[config.mk]
export PLATFORM = sky130hd
export DESIGN_NAME = music_sequencer_flat
export DESIGN_NICKNAME = d
export VERILOG_FILES = /design/src/rtl/music_sequencer_pkg.sv /design/src/rtl/music_sequencer_if.sv /design/src/rtl/music_sequencer_beat_divider.sv /design/src/rtl/music_sequencer.sv /design/src/flat_wrapper.sv
export SDC_FILE = /design/constraint.sdc
export NUM_CORES = 1
export LEC_CHECK = 0
export CORE_MARGIN = 2
export CORE_UTILIZATION = 50
export CTS_CLUSTER_DIAMETER = 40
export DETAILED_ROUTE_END_ITERATION = 8
export DONT_BUFFER_PORTS = 1
export GPL_ROUTABILITY_DRIVEN = 0
export SYNTH_ARGS = -nofsm -noshare
export SYNTH_HDL_FRONTEND = slang
export SYNTH_SLANG_ARGS = --single-unit
[constraint.sdc]
create_clock -name clk -period 4.12 [get_ports clk]
set_input_delay 0.824 -clock clk [delete_from_list [all_inputs] [get_ports clk]]
set_output_delay 0.824 -clock clk [all_outputs]
set_load 0.005 [all_outputs]
[src/rtl/music_sequencer_pkg.sv]
// music_pkg: track encodings, silence word, shared note words and sequencer states
package music_pkg;
    localparam logic [1:0] TRK_NONE = 2'd0;
    localparam logic [1:0] TRK_NORM = 2'd1;
    localparam logic [1:0] TRK_BOSS = 2'd2;
    localparam logic [1:0] TRK_SFX  = 2'd3;
    localparam logic [31:0] SILENCE = 32'd20000;
    localparam logic [31:0] NOTE_C4 = 32'd262;
    localparam logic [31:0] NOTE_E4 = 32'd330;
    localparam logic [31:0] NOTE_G4 = 32'd392;
    localparam logic [31:0] NOTE_C5 = 32'd523;
    typedef enum logic [1:0] {ST_IDLE, ST_BGM, ST_SFX} state_t;
endpackage

[src/rtl/music_sequencer_if.sv]
// music_sequencer_if: game-FSM / tone-ROM side bundle of the music sequencer
interface music_sequencer_if #(parameter int BEAT_W = 10);
    logic [1:0] bgm_sel;
    logic sfx_req;
    logic pause;
    logic [31:0] tone_in;
    logic [BEAT_W-1:0] ibeat_num;
    logic [1:0] track;
    logic [31:0] tone_out;
    logic sfx_busy;
    logic playing;
    modport master (output bgm_sel, sfx_req, pause, tone_in, input ibeat_num, track, tone_out, sfx_busy, playing);
    modport slave (input bgm_sel, sfx_req, pause, tone_in, output ibeat_num, track, tone_out, sfx_busy, playing);
endinterface

[src/rtl/music_sequencer_beat_divider.sv]
// beat_divider: one-cycle tick every N enabled cycles; holds while disabled, sync clear
module beat_divider #(parameter int N = 12500000) (
    input  logic clk,
    input  logic rst_n,
    input  logic en,
    input  logic clr,
    output logic tick
);
    localparam int W = (N > 1) ? $clog2(N) : 1;
    logic [W-1:0] cnt;
    assign tick = en && cnt == W'(N - 1);
    always_ff @(posedge clk or negedge rst_n)
        if (!rst_n) cnt <= '0;
        else if (clr || tick) cnt <= '0;
        else if (en) cnt <= cnt + 1'b1;
endmodule

[src/rtl/music_sequencer.sv]
// music_sequencer: 1/4-beat sequencer arbitrating looping BGM against a one-shot SFX jingle
// MUSIC_RESUME_EN: when defined, BGM resumes at the interrupted beat after the jingle
module music_sequencer #(
    parameter int CLK_HZ = 100000000,
    parameter int BEAT_HZ = 8,
    parameter int BEAT_W = 10,
    parameter int LEN_NORM = 352,
    parameter int LEN_BOSS = 352,
    parameter int LEN_SFX = 32,
    parameter logic [31:0] SILENCE = music_pkg::SILENCE
) (
    input logic clk,
    input logic rst_n,
    music_sequencer_if.slave bus
);
    import music_pkg::*;
    state_t state, state_n;
    logic [1:0] bgm, bgm_n, sel;
    logic [BEAT_W-1:0] beat, beat_n, last, resume;
    logic clr, tick, chg;
`ifdef MUSIC_RESUME_EN
    logic [BEAT_W-1:0] saved, saved_n;
    assign resume = saved;
`else
    assign resume = '0;
`endif
    assign sel = bus.bgm_sel == TRK_SFX ? TRK_NONE : bus.bgm_sel;
    assign chg = sel != bgm;
    assign last = bgm == TRK_BOSS ? BEAT_W'(LEN_BOSS - 1) : BEAT_W'(LEN_NORM - 1);
    assign bus.ibeat_num = beat;
    beat_divider #(.N(CLK_HZ / BEAT_HZ)) u_div (
        .clk(clk),
        .rst_n(rst_n),
        .en(state != ST_IDLE && !bus.pause),
        .clr(clr),
        .tick(tick)
    );
    always_ff @(posedge clk or negedge rst_n)
        if (!rst_n) begin
            state <= ST_IDLE;
            beat <= '0;
            bgm <= TRK_NONE;
`ifdef MUSIC_RESUME_EN
            saved <= '0;
`endif
            bus.tone_out <= SILENCE;
            bus.playing <= 1'b0;
        end else begin
            state <= state_n;
            beat <= beat_n;
            bgm <= bgm_n;
`ifdef MUSIC_RESUME_EN
            saved <= saved_n;
`endif
            bus.tone_out <= bus.playing && bus.track != TRK_NONE ? bus.tone_in : SILENCE;
            bus.playing <= state != ST_IDLE && !bus.pause;
        end
    // sfx_req outranks a bgm change; a change seen during SFX only retargets the return
    always_comb begin
        state_n = state;
        beat_n = beat;
        bgm_n = bgm;
        clr = 1'b0;
`ifdef MUSIC_RESUME_EN
        saved_n = saved;
`endif
        if (bus.sfx_req) begin
            state_n = ST_SFX;
            beat_n = '0;
            bgm_n = sel;
            clr = 1'b1;
`ifdef MUSIC_RESUME_EN
            saved_n = chg ? '0 : state == ST_SFX ? saved : beat;
`endif
        end else if (chg) begin
            bgm_n = sel;
`ifdef MUSIC_RESUME_EN
            saved_n = '0;
`endif
            if (state != ST_SFX) begin
                state_n = sel == TRK_NONE ? ST_IDLE : ST_BGM;
                beat_n = '0;
                clr = 1'b1;
            end
        end else if (state == ST_IDLE) state_n = bgm == TRK_NONE ? ST_IDLE : ST_BGM;
        else if (tick && state == ST_BGM) beat_n = beat == last ? '0 : beat + 1'b1;
        else if (tick && beat == BEAT_W'(LEN_SFX - 1)) begin
            state_n = bgm == TRK_NONE ? ST_IDLE : ST_BGM;
            beat_n = resume;
            clr = 1'b1;
        end else if (tick) beat_n = beat + 1'b1;
    end
    always_comb begin
        bus.track = state == ST_IDLE ? TRK_NONE : state == ST_SFX ? TRK_SFX : bgm;
        bus.sfx_busy = state == ST_SFX;
    end
endmodule

[src/flat_wrapper.sv]
// flat-port wrapper written by rule: the top's interface ports become plain ports
module music_sequencer_flat import music_pkg::*;
#(
    parameter int CLK_HZ = 100000000,
    parameter int BEAT_HZ = 8,
    parameter int BEAT_W = 10,
    parameter int LEN_NORM = 352,
    parameter int LEN_BOSS = 352,
    parameter int LEN_SFX = 32,
    parameter logic [31:0] SILENCE = music_pkg::SILENCE
)
  (clk, rst_n, bus_bgm_sel, bus_sfx_req, bus_pause, bus_tone_in, bus_ibeat_num, bus_track, bus_tone_out, bus_sfx_busy, bus_playing);
  music_sequencer_if #(.BEAT_W(BEAT_W)) bus_i ();
  input logic clk;
  input logic rst_n;
  input wire logic [$bits(bus_i.bgm_sel)-1:0] bus_bgm_sel;
  input wire logic [$bits(bus_i.sfx_req)-1:0] bus_sfx_req;
  input wire logic [$bits(bus_i.pause)-1:0] bus_pause;
  input wire logic [$bits(bus_i.tone_in)-1:0] bus_tone_in;
  output wire logic [$bits(bus_i.ibeat_num)-1:0] bus_ibeat_num;
  output wire logic [$bits(bus_i.track)-1:0] bus_track;
  output wire logic [$bits(bus_i.tone_out)-1:0] bus_tone_out;
  output wire logic [$bits(bus_i.sfx_busy)-1:0] bus_sfx_busy;
  output wire logic [$bits(bus_i.playing)-1:0] bus_playing;
  assign bus_i.bgm_sel = bus_bgm_sel;
  assign bus_i.sfx_req = bus_sfx_req;
  assign bus_i.pause = bus_pause;
  assign bus_i.tone_in = bus_tone_in;
  assign bus_ibeat_num = bus_i.ibeat_num;
  assign bus_track = bus_i.track;
  assign bus_tone_out = bus_i.tone_out;
  assign bus_sfx_busy = bus_i.sfx_busy;
  assign bus_playing = bus_i.playing;
  music_sequencer #(.CLK_HZ(CLK_HZ), .BEAT_HZ(BEAT_HZ), .BEAT_W(BEAT_W), .LEN_NORM(LEN_NORM), .LEN_BOSS(LEN_BOSS), .LEN_SFX(LEN_SFX), .SILENCE(SILENCE)) u_core (.clk(clk), .rst_n(rst_n), .bus(bus_i));
endmodule
==> reports/metrics.csv, run 1 <==
metric,value,unit
stdcell_count,389,
switching_share,0.2243,
start_util,0.5161,
antenna_found_initial,0,
rsz0062_at_grt,no,
avgSynthCellArea,10.50,µm²
critPathLaunch,bus_pause,
yosysUniqueCellTypes,44,
crit_arrival,2.64,ns
run_status,completed,
cap_violations,0,
layout_common_cells,"dfrtp_1 (66), nor2_1 (31), and2_1 (29), nand2_1 (16), xnor2_1 (15)",
die-area,0.007217,mm²
critPathCaptureType,register,
cts-hold-fix-buffers,0,
r2r-start,u_core.state[0],
critPathKind,input port to register,
area_delta_synth_final,7.293,%
finalPower,0.001396,W
max_clock_freq,0.4083,GHz
startpoint_type,input port,
fin_setup_tns,0,ns
p_comb_frac,0.038,
cp.required,4.31,ns
clkSlewWorstSetupHoldPaths,0.08,ns
r2r_slack,1.67,ns
pre_cts_ws,1.287,ns
layout-drive-gt1-share,0.08013,
clockBufferDepth,2,
postCtsSetupBuffers,0,
via_per_inst,5.663,
drt_pass1_iterations,4,
final_common_cell,dfrtp_1,
power_leakage,1.458,nW
slew_headroom,0.4415,
final_util,0.5537,
seqCellArea,0.001783,mm²
final_nets,349,
cts_htree_levels,3,
grt_max_degree,72,
dp_hpwl,4.153,mm
cts_resized,0,
fp.dieH,84.96,µm
grt_pass1_vias,2186,
crit_fanout,24,
port_buffers,0,
drcViolationCount,0,
synth_seq_cells,71,
synth-edff-count,0,
period_minus_slack,2.449,ns
setup_viol,0,
yosysSeqAreaShare,0.5441,
cts_tree,yes,
worst_pin_slew,0.8357,ns
grt_usage,0.1855,
share_seq_of_total_power,0.524,
wl,6.199,mm
ir_drop,0.0002448,V
power_frac_clock,0.439,
intPower,0.001083,W
numCtsBuffers,9,
power_density,397.2,mW/mm²
row_count,29,
num_antenna_cells,0,
die_w,84.96,µm
synth_nets,354,
hold_class,input port to asynchronous set/reset pin,
num-fill-cells,557,
synth.largest_area_cell,dfrtp_1,
coreArea,0.006350,mm²
setup_slack,1.671,ns
synthArstFlopShare,1.000,
insertion_delay,0.34,ns
vias,2203,
ys_top_cells_by_area,"dfrtp_1 (50%), and2_1 (5.5%), dfstp_2 (4.0%)",
switchingPower,0.0003132,W
post-route-period-util,0.5945,
ioPinCount,84,
yosysTopAreaCellShare,0.5040,
syn-cell-area,0.003277,mm²
drtIter0Drc,122,
skew,0.01110,ns
grt_pass1_wl,10.63,mm
yosysWarnings,0,
grt-ovfl-total,0,
wire_per_inst,15.94,µm
drt.antenna.violating_nets,0,
synth-main-ff-cell,dfrtp_1,
synth_cells,312,
cts_root_buffer,clkbuf_8,
hold_violations,0,
multiInputGateArea,0.001386,mm²
clock-sinks,71,
slew_violations,0,
numPlacedInstances,373,
kinds of logic after synthesis:
logic type                 Yosys count  synth area share
buffers and inverters               24           0.03284
adders and majority gates            4           0.01527
and+or+nand+nor                    151            0.2589
AOI/OAI and AO/OA                   35           0.07637
DFF                                 71            0.5441
xor gates and xnor gates            26           0.06949
muxes                                1          0.003055
final timing paths:
path / end / cells after the start
setup / recovery: u_core.u_div.cnt[10] / 5
hold / removal: u_core.bus.ibeat_num[4] / 0
setup reg to reg: u_core.u_div.cnt[10] / 5
hold reg to reg: u_core.u_div.cnt[1] / 2
max in group asynchronous: u_core.bus.tone_out[5] / 0
min in group clk: u_core.u_div.cnt[1] / 2
state kept, by name, summed over array words and instances (netlist names):
name and cells:
u_core.state 2, u_core.u_div.cnt 24, u_core.bus.playing 1, u_core.bus.ibeat_num 10
u_core.bgm 2, u_core.bus.tone_out 32
layout make-up:
| type | count | share of cell area |
|---|---|---|
| clock buffers | 10 | 0.03630 |
| clock inverters | 6 | 0.02633 |
| inverters | 8 | 0.008541 |
| multi-input cells | 217 | 0.3943 |
| flip-flops and latches | 71 | 0.5071 |
| well taps | 77 | 0.02740 |
power groups by stage:
stage / sequential (W) / combinational (W) / clock [W]
6_report: 0.000731 / 0.0000526 / 0.000613
5_1_grt: 0.000734 / 0.0000615 / 0.000657
4_1_cts: 0.000732 / 0.0000534 / 0.000628
3_5_place_dp: 0.000745 / 0.0000541 / 0
3_3_place_gp: 0.000746 / 0.0000526 / 0
2_1_floorplan: 0.000742 / 0.0000494 / 0
synth_stat cells, drive strengths merged (2+ instances only):
library cell and instances:
o2111ai 2, or4 4, or2 2, nand2 16, inv 8, and3 8
o21a 2, xor2 11, nor3 7, nor4 7, ha 4, and2 29
nand4 11, dfrtp 66, nor4b 4, a21oi 2, o211ai 4, nand2b 8
nand3 14, a22oi 5, o21ai 8, o31a 3, and4 4, nand4b 2
nor2 31, dfstp 5, buf 5, xnor2 15, o31ai 4, clkbuf 11
per-stage QoR:
step / area [µm²] / hold slack, ns
floorplan: 3277 / 0.5131
global placement: 3296 / 0.5298
detailed placement: 3296 / 0.5301
CTS: 3516 / 0.1591
global route: 3516 / 0.1498
finish: 3516 / 0.1732
worst max-delay path: stages:
cell and delay (ns):
o21ba_1 0.36, nand4_1 0.21, or3_1 0.45, nand2_1 0.66, nor2_1 0.12
layer usage:
metal | vias to the layer above | routed length, µm | track usage
met5 | - | 0 | 0
met4 | 0 | 76 | 0.05628
met3 | 5 | 518 | 0.07782
met2 | 72 | 2765 | 0.2727
met1 | 1052 | 2839 | 0.2519
li1 | 1074 | - | -
(Power assumes the default switching activity.)
==> run 2, diff against run 1 <==
Clock period 4.12 ns to 2.55 ns, I/O delays scaled along.
==> run 2 against run 1 <==
Effect of this change: sequential share of layout area down 0.64 points; count of clock-buffer cells in the layout down 1; non-clock buffer count up 5; clock skew down 0.00080 ns; design area up 1.3%; first-iteration DRC count up 16%.
==> reports/metrics.csv, run 2 (same netlist as run 1, synthesis figures left out) <==
metric,value,unit
switching_share,0.2455,
post-route-period-util,0.8784,
die-area,0.007217,mm²
power_leakage,1.492,nW
fin_setup_tns,0,ns
seqCellArea,0.001783,mm²
worstRegToRegCells,5,
cp.required,2.81,ns
p_comb_frac,0.052,
wire_per_inst,16.22,µm
largest-register,u_core.bus.tone_out,
final_nets,354,
fp.dieH,84.96,µm
grt_pass1_wl,10.73,mm
die_w,84.96,µm
hold_violations,0,
ioPinCount,84,
startpoint_type,register,
share_seq_of_total_power,0.535,
r2r_slack,0.31,ns
clockBufferDepth,2,
clkSlewWorstSetupHoldPaths,0.08,ns
dp_hpwl,4.295,mm
drtIter0Drc,142,
num_antenna_cells,0,
skew,0.01030,ns
grt-ovfl-total,0,
grt_usage,0.1888,
crit_fanout,14,
period_minus_slack,2.240,ns
cts_root_buffer,clkbuf_8,
insertion_delay,0.34,ns
cap_violations,0,
power_frac_clock,0.413,
multiInputGateArea,0.001386,mm²
ir_drop,0.0004144,V
numCtsBuffers,9,
coreArea,0.006350,mm²
final_common_cell,dfrtp_1,
max_clock_freq,0.4464,GHz
worst_pin_slew,0.7479,ns
crit_arrival,2.50,ns
largest_reg_flops,32,
hold-worst-slack,0.04148,ns
slew_violations,0,
setup_viol,0,
wl,6.390,mm
cts_tree,yes,
slew_headroom,0.5014,
drcViolationCount,0,
placed_cell_area,0.003318,mm²
hold_class,input port to asynchronous set/reset pin,
critPathCaptureType,register,
finalPower,0.002210,W
power_density,620.5,mW/mm²
switchingPower,0.0005425,W
vias,2270,
cts_resized,0,
num-fill-cells,543,
row_count,29,
postCtsSetupBuffers,0,
grt_max_degree,70,
r2r-end,u_core.bus.ibeat_num[4],
drt.antenna.violating_nets,0,
r2r-start,u_core.state[0],
layout_common_cells,"dfrtp_1 (66), nor2_1 (31), and2_1 (29), nand2_1 (16), xnor2_1 (15)",
via_per_inst,5.761,
cts-hold-fix-buffers,2,
fin_area,0.003561,mm²
grt_pass1_vias,2180,
drt_pass1_iterations,4,
start_util,0.5161,
rsz0062_at_grt,no,
clock-sinks,71,
critPathKind,register to register,
port_buffers,0,
area_delta_synth_final,8.668,%
intPower,0.001667,W
cts_htree_levels,3,
layout-drive-gt1-share,0.09464,
run_status,completed,
antenna_found_initial,0,
==> run 2: cell types whose count changed in the layout (fill, tap and decap cells not counted), sizes merged <==
cell         previous run  this run
buf                     0         4
clkinvlp                2         0
dlygate4sd3             0         1
clkbuf                 10         9
clkinv                  1         4
bufinv                  2         1
inv                     9        10
==> run 2: layer usage <==
metal / track usage / wire, µm / share of wire / vias up
met1: 0.2634 / 2947 / 0.46 / 1090
met3: 0.07879 / 525 / 0.082 / 6
met4: 0.07215 / 68 / 0.011 / 0
met5: 0 / 0 / 0 / -
met2: 0.2635 / 2847 / 0.45 / 81
li1: - / - / - / 1093
==> run 2: worst max-delay path by stage <==
stage	endpoint	depth (start not counted)	from	slack, ns
6_report	u_core.bus.ibeat_num[4]	5	u_core.state[0]	0.31
5_1_grt	u_core.bus.ibeat_num[4]	5	u_core.state[0]	0.12
4_1_cts	u_core.bus.ibeat_num[4]	5	u_core.state[0]	0.32
3_5_place_dp	u_core.bus.ibeat_num[4]	5	bus_pause	0.27
3_3_place_gp	u_core.bus.ibeat_num[9]	5	bus_pause	0.31
2_1_floorplan	u_core.bus.ibeat_num[2]	8	bus_bgm_sel[0]	0.44
==> run 2: power groups by stage <==
stage	Sequential, W	Combinational, W	Clock (W)
2_1_floorplan	0.00120	0.0000798	0
3_3_place_gp	0.00121	0.0000869	0
3_5_place_dp	0.00120	0.0000905	0
4_1_cts	0.00118	0.000118	0.000945
5_1_grt	0.00119	0.000133	0.000998
6_report	0.00118	0.000114	0.000913
==> run 2: metrics by stage <==
step	utilization	setup WS [ns]	instances
after CTS	0.5608	0.3153	394
after global placement	0.5226	0.3084	376
after global routing	0.5608	0.1177	394
final	0.5608	0.3100	394
after detailed placement	0.5226	0.2703	376
after floorplan	-	0.4398	312
==> run 2: layout make-up <==
type	instances	area share
Timing Repair Buffer	5	0.01687
Clock inverter	7	0.02284
Clock buffer	9	0.03479
Multi-Input combinational cell	217	0.3893
Sequential cell	71	0.5007
Tap cell	77	0.02706
Inverter	8	0.008433
==> run 2: critical path, stage by stage, from the launching register on <==
cell	delay, ns
dfrtp_1	0.49
o21ba_1	0.36
nand4_1	0.20
o31a_1	0.43
or4_1	0.51
a22oi_1	0.16
==> run 3, diff against run 2 <==
Clock period 2.55 ns to 2.3 ns, I/O delays scaled along.
==> run 3 against run 2 <==
Effect of this change: sequential share of layout area shrank 0.33 points; sequential power grew 11%; non-clock buffer count grew 6; worst hold slack gained 0.17 ns.
==> reports/metrics.csv, run 3 (same netlist as run 1, synthesis figures left out) <==
metric,value,unit
run_status,completed,
critPathCaptureType,register,
met3_usage,0.06615,
clkSlewWorstSetupHoldPaths,0.07,ns
r2r-start,u_core.u_div.cnt[5],
cts_tree,yes,
finalPower,0.002327,W
num_antenna_cells,0,
largest_reg_flops,32,
area_delta_synth_final,9.393,%
crit_arrival,2.40,ns
die-area,0.007217,mm²
critPathLaunch,u_core.u_div.cnt[5],
intPower,0.001732,W
p_comb_frac,0.058,
port_buffers,0,
wl,6.307,mm
skew,0.01037,ns
grt_pass1_vias,2286,
antenna_found_initial,0,
drt.antenna.violating_nets,0,
grt-busiest-layer,met2,
fin_setup_tns,0,ns
start_util,0.5161,
final_nets,360,
rsz0062_at_grt,no,
vias,2259,
hold-worst-slack,0.2137,ns
switching_share,0.2556,
worst_pin_slew,0.6955,ns
dp_hpwl,4.290,mm
fin_area,0.003585,mm²
cp.required,2.55,ns
period_minus_slack,2.150,ns
power_leakage,1.507,nW
setup_viol,0,
max_clock_freq,0.4652,GHz
r2r_slack,0.15,ns
clockBufferDepth,2,
post-route-period-util,0.9347,
final_common_cell,dfrtp_1,
layout_common_cells,"dfrtp_1 (66), nor2_1 (31), and2_1 (29), nand2_1 (16), xnor2_1 (15)",
cts_resized,0,
placed_cell_area,0.003376,mm²
die_w,84.96,µm
cts_root_buffer,clkbuf_8,
insertion_delay,0.34,ns
share_seq_of_total_power,0.563,
grt_pass1_wl,10.92,mm
power_density,649.1,mW/mm²
postCtsSetupBuffers,0,
met2_usage,0.2734,
fp.dieH,84.96,µm
cts-hold-fix-buffers,2,
ioPinCount,84,
slew_violations,0,
startpoint_type,register,
cts_htree_levels,3,
largest-register,u_core.bus.tone_out,
crit_fanout,14,
wire_per_inst,15.77,µm
numCtsBuffers,9,
critPathKind,register to register,
cp-endpoint,u_core.bus.ibeat_num[8],
slew_headroom,0.5363,
clock-sinks,71,
hold_class,input port to register,
hold_violations,0,
grt_usage,0.1898,
pre_cts_ws,0.1165,ns
drtIter0Drc,98,
num-fill-cells,565,
drt_pass1_iterations,4,
switchingPower,0.0005946,W
grt-ovfl-total,0,
power_frac_clock,0.378,
drcViolationCount,0,
layout-drive-gt1-share,0.1115,
ir_drop,0.0004092,V
row_count,29,
cap_violations,0,
r2r-end,u_core.bus.ibeat_num[8],
setup_slack,0.1502,ns
worstRegToRegCells,5,
via_per_inst,5.648,
use_met1,0.2596,
coreArea,0.006350,mm²
grt_max_degree,72,
-- run 3: metrics by stage --
| stage | cells | util |
|---|---|---|
| 2_1_floorplan | 312 | - |
| 6_report | 400 | 0.5645 |
| 5_1_grt | 400 | 0.5645 |
| 3_3_place_gp | 382 | 0.5316 |
| 3_5_place_dp | 382 | 0.5316 |
| 4_1_cts | 400 | 0.5645 |
-- run 3: how the worst min path moves through the flow --
| stage | to | slack, ns | cells after the start | from |
|---|---|---|---|---|
| 6_report | u_core.state[1] | 0.21 | 1 | bus_sfx_req |
| 5_1_grt | u_core.state[1] | 0.19 | 1 | bus_sfx_req |
| 4_1_cts | u_core.state[1] | 0.19 | 1 | bus_sfx_req |
| 3_5_place_dp | u_core.bus.ibeat_num[2] | 0.17 | 0 | rst_n |
| 3_3_place_gp | u_core.bus.ibeat_num[2] | 0.17 | 0 | rst_n |
| 2_1_floorplan | u_core.bgm[0] | 0.16 | 0 | rst_n |
-- run 3: area by class of cell --
type	count	area (µm²)	area share
well taps	77	96.34	0.02688
clock inverters	7	47.55	0.01326
inverters	8	30.03	0.008377
repair buffers	11	117.6	0.03281
clock buffers	9	123.9	0.03456
multi-input cells	217	1386	0.3867
flip-flops and latches	71	1783	0.4974
-- run 3: power groups by stage --
stage          Combinational [W]  Clock [W]  Sequential (W)
5_1_grt                 0.000157   0.000950         0.00132
6_report                0.000136   0.000880         0.00131
2_1_floorplan          0.0000885          0         0.00133
4_1_cts                 0.000139   0.000907         0.00131
3_5_place_dp            0.000108          0         0.00133
3_3_place_gp            0.000105          0         0.00134
-- run 3: worst max-delay path, cell delays in order (launching register included) --
cell and delay, ns:
dfrtp_1 0.43, nor3b_1 0.28, nand4_1 0.21, o31a_1 0.49, or4b_1 0.50, a22oi_1 0.16
-- run 3: metal layers --
layer  vias up  wire [µm]
met3        11        476
met5         -          0
met4         0        119
li1       1099          -
met2        73       2708
met1      1076       3002
